--- src/rtl/async_fifo_wr_ctrl_pkg.sv ---
// Shared helpers for the async FIFO family: pointer container type and
// width-agnostic binary/Gray conversions (operands are zero-extended into ptr_t).
package async_fifo_pkg;

  localparam int PTR_MAX_W = 32;

  typedef logic [PTR_MAX_W-1:0] ptr_t;

  function automatic ptr_t bin2gray(input ptr_t b);
    return b ^ (b >> 1);
  endfunction

  // Prefix XOR from the MSB down; upper zero bits leave narrow values intact.
  function automatic ptr_t gray2bin(input ptr_t g);
    ptr_t b;
    b = g;
    for (int i = 1; i < PTR_MAX_W; i++) begin
      b = b ^ (g >> i);
    end
    return b;
  endfunction

endpackage

--- src/rtl/async_fifo_wr_ctrl_graycode_decoder.sv ---
// Combinational Gray-to-binary decoder; each binary bit is the XOR of all
// Gray bits at or above it.
module graycode_decoder #(
  parameter int W = 4
) (
  input  logic [W-1:0] gray_i,
  output logic [W-1:0] bin_o
);

  logic [W-1:0] bin;

  always_comb begin
    bin        = '0;
    bin[W-1]   = gray_i[W-1];
    for (int i = W - 2; i >= 0; i--) begin
      bin[i] = bin[i+1] ^ gray_i[i];
    end
  end

  assign bin_o = bin;

endmodule

--- src/rtl/async_fifo_wr_ctrl.sv ---
// Write-side pointer controller for the async FIFO: write address/strobe,
// registered Gray pointer for CDC, read-pointer synchroniser, full/level flags.
module async_fifo_wr_ctrl
  import async_fifo_pkg::*;
#(
  parameter int ADDR_W      = 3,
  parameter int SYNC_STAGES = 2,
  parameter int AF_THRESH   = 6
) (
  input  logic              clk_tx,
  input  logic              rst_tx,
  input  logic              push,
  input  logic              clr_ovf,
  input  logic [ADDR_W:0]   rd_ptr_gray_async,
  output logic              wr_en,
  output logic [ADDR_W-1:0] wr_addr,
  output logic [ADDR_W:0]   wr_ptr_gray,
  output logic              full,
  output logic              almost_full,
  output logic [ADDR_W:0]   level,
  output logic              overflow
);

  localparam int PW = ADDR_W + 1;
  localparam logic [ADDR_W:0] AF_LVL = AF_THRESH[ADDR_W:0];

  logic [ADDR_W:0] wr_cnt_q, wr_cnt_d;
  logic [ADDR_W:0] wr_ptr_gray_q, wr_ptr_gray_d;
  logic [ADDR_W:0] sync_q [SYNC_STAGES];
  logic [ADDR_W:0] sync_d [SYNC_STAGES];
  logic            overflow_q, overflow_d;

  logic [ADDR_W:0] wr_gray;
  logic [ADDR_W:0] rq;
  logic [ADDR_W:0] rq_bin;
  logic [ADDR_W:0] level_w;
  logic            full_w;
  logic            push_ok;
  ptr_t            gray_wide;
  logic            unused_gray_hi;

  assign gray_wide      = bin2gray(ptr_t'(wr_cnt_q));
  assign wr_gray        = gray_wide[ADDR_W:0];
  assign unused_gray_hi = ^gray_wide[PTR_MAX_W-1:PW];

  assign rq = sync_q[SYNC_STAGES-1];

  graycode_decoder #(.W(PW)) u_rq_dec (
    .gray_i (rq),
    .bin_o  (rq_bin)
  );

  // Full when the write pointer is exactly one lap ahead of the synced read pointer.
  assign full_w  = (wr_gray == {~rq[ADDR_W:ADDR_W-1], rq[ADDR_W-2:0]});
  assign level_w = wr_cnt_q - rq_bin;
  assign push_ok = push & ~full_w & ~rst_tx;

  always_comb begin
    wr_cnt_d      = wr_cnt_q + {{ADDR_W{1'b0}}, push_ok};
    wr_ptr_gray_d = wr_gray;
    sync_d[0]     = rd_ptr_gray_async;
    for (int i = 1; i < SYNC_STAGES; i++) begin
      sync_d[i] = sync_q[i-1];
    end
    overflow_d = overflow_q;
    if (push && full_w) begin
      overflow_d = 1'b1;
    end else if (clr_ovf) begin
      overflow_d = 1'b0;
    end
  end

  always_ff @(posedge clk_tx) begin
    if (rst_tx) begin
      wr_cnt_q      <= '0;
      wr_ptr_gray_q <= '0;
      overflow_q    <= 1'b0;
      for (int i = 0; i < SYNC_STAGES; i++) begin
        sync_q[i] <= '0;
      end
    end else begin
      wr_cnt_q      <= wr_cnt_d;
      wr_ptr_gray_q <= wr_ptr_gray_d;
      overflow_q    <= overflow_d;
      for (int i = 0; i < SYNC_STAGES; i++) begin
        sync_q[i] <= sync_d[i];
      end
    end
  end

  assign wr_en       = push_ok;
  assign wr_addr     = wr_cnt_q[ADDR_W-1:0];
  assign wr_ptr_gray = wr_ptr_gray_q;
  assign full        = full_w;
  assign almost_full = (level_w >= AF_LVL);
  assign level       = level_w;
  assign overflow    = overflow_q;

endmodule
--- config.mk ---
export PLATFORM = sky130hd
export DESIGN_NAME = async_fifo_wr_ctrl
export DESIGN_NICKNAME = d
export VERILOG_FILES = /design/src/rtl/async_fifo_wr_ctrl_pkg.sv /design/src/rtl/async_fifo_wr_ctrl_graycode_decoder.sv /design/src/rtl/async_fifo_wr_ctrl.sv
export SDC_FILE = /design/constraint.sdc
export NUM_CORES = 1
export LEC_CHECK = 0
export CORE_MARGIN = 2
export CORE_UTILIZATION = 50
export CTS_BUF_LIST = sky130_fd_sc_hd__clkbuf_8
export DETAILED_ROUTE_END_ITERATION = 8
export DONT_BUFFER_PORTS = 1
export PLACE_DENSITY = 0.68
export SETUP_SLACK_MARGIN = 0.15
export SYNTH_ARGS = -nofsm -noshare
export SYNTH_HDL_FRONTEND = slang
export SYNTH_SLANG_ARGS = --single-unit
--- constraint.sdc ---
create_clock -name clk_tx -period 2.4 [get_ports clk_tx]
set_clock_uncertainty 0.1 [all_clocks]
set_input_delay 0 -clock clk_tx [delete_from_list [all_inputs] [get_ports clk_tx]]
set_output_delay 0 -clock clk_tx [all_outputs]
set_load 0.03 [all_outputs]
==> flow_summary.yaml <==
setup_path:
  cp-end-kind: "output port"
  cp_slowest_cell: "fa_2"
  slowest_delay_ns: 0.54
  worstPathCellList: "xnor2_4 > xor2_2 > xnor2_1 > ha_2 > inv_2 > fa_2 > nand2_2 > o21ai_4"
  cp_data_required_time_ns: 2.30
  worst_setup_path_start_kind: "flop"
  path_max_fanout: 3
  arrival_ns: 2.16
  r2r_slack_ns: 0.28
  path_class: "reg2out"
cells_and_area:
  drive_gt1_share_pct: 37.8
  final_cell_mix: "nor2b_1 (14), dfxtp_1 (12), buf_4 (9)"
  areaGrowthSynthToFinish_pct: 42.4
  num-nets-final: 106
  mostFrequentLayoutCell: "nor2b_1"
  final_area_um2: 1100
  final_core_util_pct: 74.6
  fin_cells: 106
  n_antenna_cell: 0
placed_design:
  portBuffers: 0
  hpwl_um: 810
  post-place-cells: 90
  placed_cell_area_um2: 885
  pre_cts_ws_ns: 0.145
  gp_congestion: 0.721
die:
  die_h_um: 43.3
  die_w_um: 43.3
  io_pins: 23
  die-area_um2: 1870
  core_area_um2: 1470
  rows: 14
  start_util_pct: 52.4
clock_tree:
  clkLatencyLatePin_ns: 0.25
  cts-root-buf: "clkbuf_8"
  numCtsBuffers: 3
  cts_tree: "done"
  htreeDepth: 1
  clkTransAtPathRegs_ns: 0.06
  max-clock-path-buffers: 2
  cts_sinks: 17
detailed_routing:
  num_vias: 527
  wl_mm: 1.31
  drc: 0
  viasPerCell: 4.97
  antenna_left: 0
  drt_iter0_drc: 2
  wl_per_cell_um: 12.4
  drtPass1Iterations: 3
outcome:
  status: "completed"
sta:
  hold_viol: 0
  holdWs_ns: 0.0155
  setup_viol_count_final: 0
  final_max_slew_viol_count: 0
  fin_crit_ns: 2.26
  clock.fmax_mhz: 443
  rsz0062_at_grt: "true"
  setup_ws_ns: 0.141
  period_share_pct: 94.1
  worstMarginPinSlew_ns: 0.633
  slew_headroom_pct: 57.7
job:
  maxCapViolCount: 0
yosys:
  synth_area_leaders: "dfxtp_1 (44%), nor2b_1 (11%), ha_1 (9.7%)"
  netlist_area_um2: 771
  synth_cells: 70
  synth_nets: 85
  synth_top_area_share_pct: 44.2
  ys_ff_latch: 17
  synth_cell_types: 18
  ys_seq_area_share_pct: 44.2
  synth_warnings: 0
  syn_avg_cell_area_um2: 11.0
  yosysTopAreaCell: "dfxtp_1"
power_and_ir_drop:
  p_leak_nw: 0.434
  ir_drop_mv: 0.550
  powerDensity_nw_per_um2: 660
global_routing:
  antenna_found_initial: 0
  use_met3_pct: 4.26
  grt_use_met1_pct: 15.3
  grt.met2_usage_pct: 27.2
  grt_pass1_vias: 505
  grt_max_degree: 18
  top_usage_layer: "met2"
  grt_pass1_wl_mm: 2.02
  grt.overflow.total: 0
  track_usage_pct: 15.2
hold_path:
  min_path_type: "in2reg"
==> synth_stat cells <==
cell and number:
a21boi_0 1, a21oi_2 1, clkbuf_1 1, dfxtp_1 17, fa_1 1, ha_1 6
inv_1 4, nand2_1 2, nor2_1 5, nor2_2 1, nor2b_1 14, nor3b_1 2
nor4_4 1, o21ai_0 2, xnor2_1 6, xnor3_1 1, xor2_1 4, xor3_1 1
==> flip-flops by register name, summed over array words and instances, names as in the netlist <==
signal / flops
sync_q: 8
wr_ptr_gray: 4
wr_cnt_q: 4
overflow: 1
==> cells by family (layout without fill, tap and decap cells) <==
kind of cell             Yosys count  count (layout)  share of synthesized area (%)
XOR/XNOR                          12              12                           17.4
buffers and inverters              5              25                           2.43
flip-flops                        17              17                           44.2
AO/OA/AOI/OAI                      4               4                           3.41
adder cells (fa/ha/maj)            7               7                           12.3
AND/OR/NAND/NOR                   25              25                           20.3
==> per-layer routing <==
metal,wire [um],vias to the layer above
met5,0,-
met4,9,0
met3,71,2
met2,724,23
met1,508,240
li1,-,262
==> per-stage QoR <==
stage / power [mW] / TNS (ns)
after global placement: 0.468 / 0
after CTS: 0.725 / 0
after detailed placement: 0.471 / 0
final: 0.725 / 0
after global routing: 0.756 / 0
after floorplan: 0.443 / -0.0330
==> power breakdown <==
group	internal, mW	total, mW	switching (mW)
registers	0.291	0.309	0.0176
logic	0.0933	0.204	0.111
clock network	0.115	0.212	0.0967
total	0.500	0.725	0.225
==> area by class of cell <==
cell class / count / area, um^2
multi-input cells: 48 / 513
repair buffers: 17 / 149
flip-flops and latches: 17 / 354
inverters: 4 / 15.0
fillers: 101 / 374
clock inverters: 1 / 5.00
clock buffers: 3 / 41.3
well taps: 16 / 20.0
==> path summary, 6_finish.rpt <==
check               startpoint      endpoint  depth (start not counted)
setup / recovery  sync_q[0][6]   almost_full                          8
hold / removal          rst_tx   wr_cnt_q[0]                          3
setup reg to reg   wr_cnt_q[1]   wr_cnt_q[2]                          7
hold reg to reg   sync_q[0][3]  sync_q[0][7]                          1
==> critical path: cells and delay by family, from the launching register on <==
kind	cells	cell delay [ns]
fa+ha+maj	2	0.75
buf+inv	1	0.04
simple gates	1	0.08
xor+xnor	3	0.57
flops	1	0.35
compound gates	1	0.12
==> what timing repair did <==
item                                   in CTS  in global routing
gates resized for setup                    11                  3
hold buffers                                7                  0
pin swaps                                   7                  4
endpoints found under the hold margin      17                  0
buffers inserted                            3                  2
setup endpoints to repair                   4                  4
(Power assumes the default switching activity.)
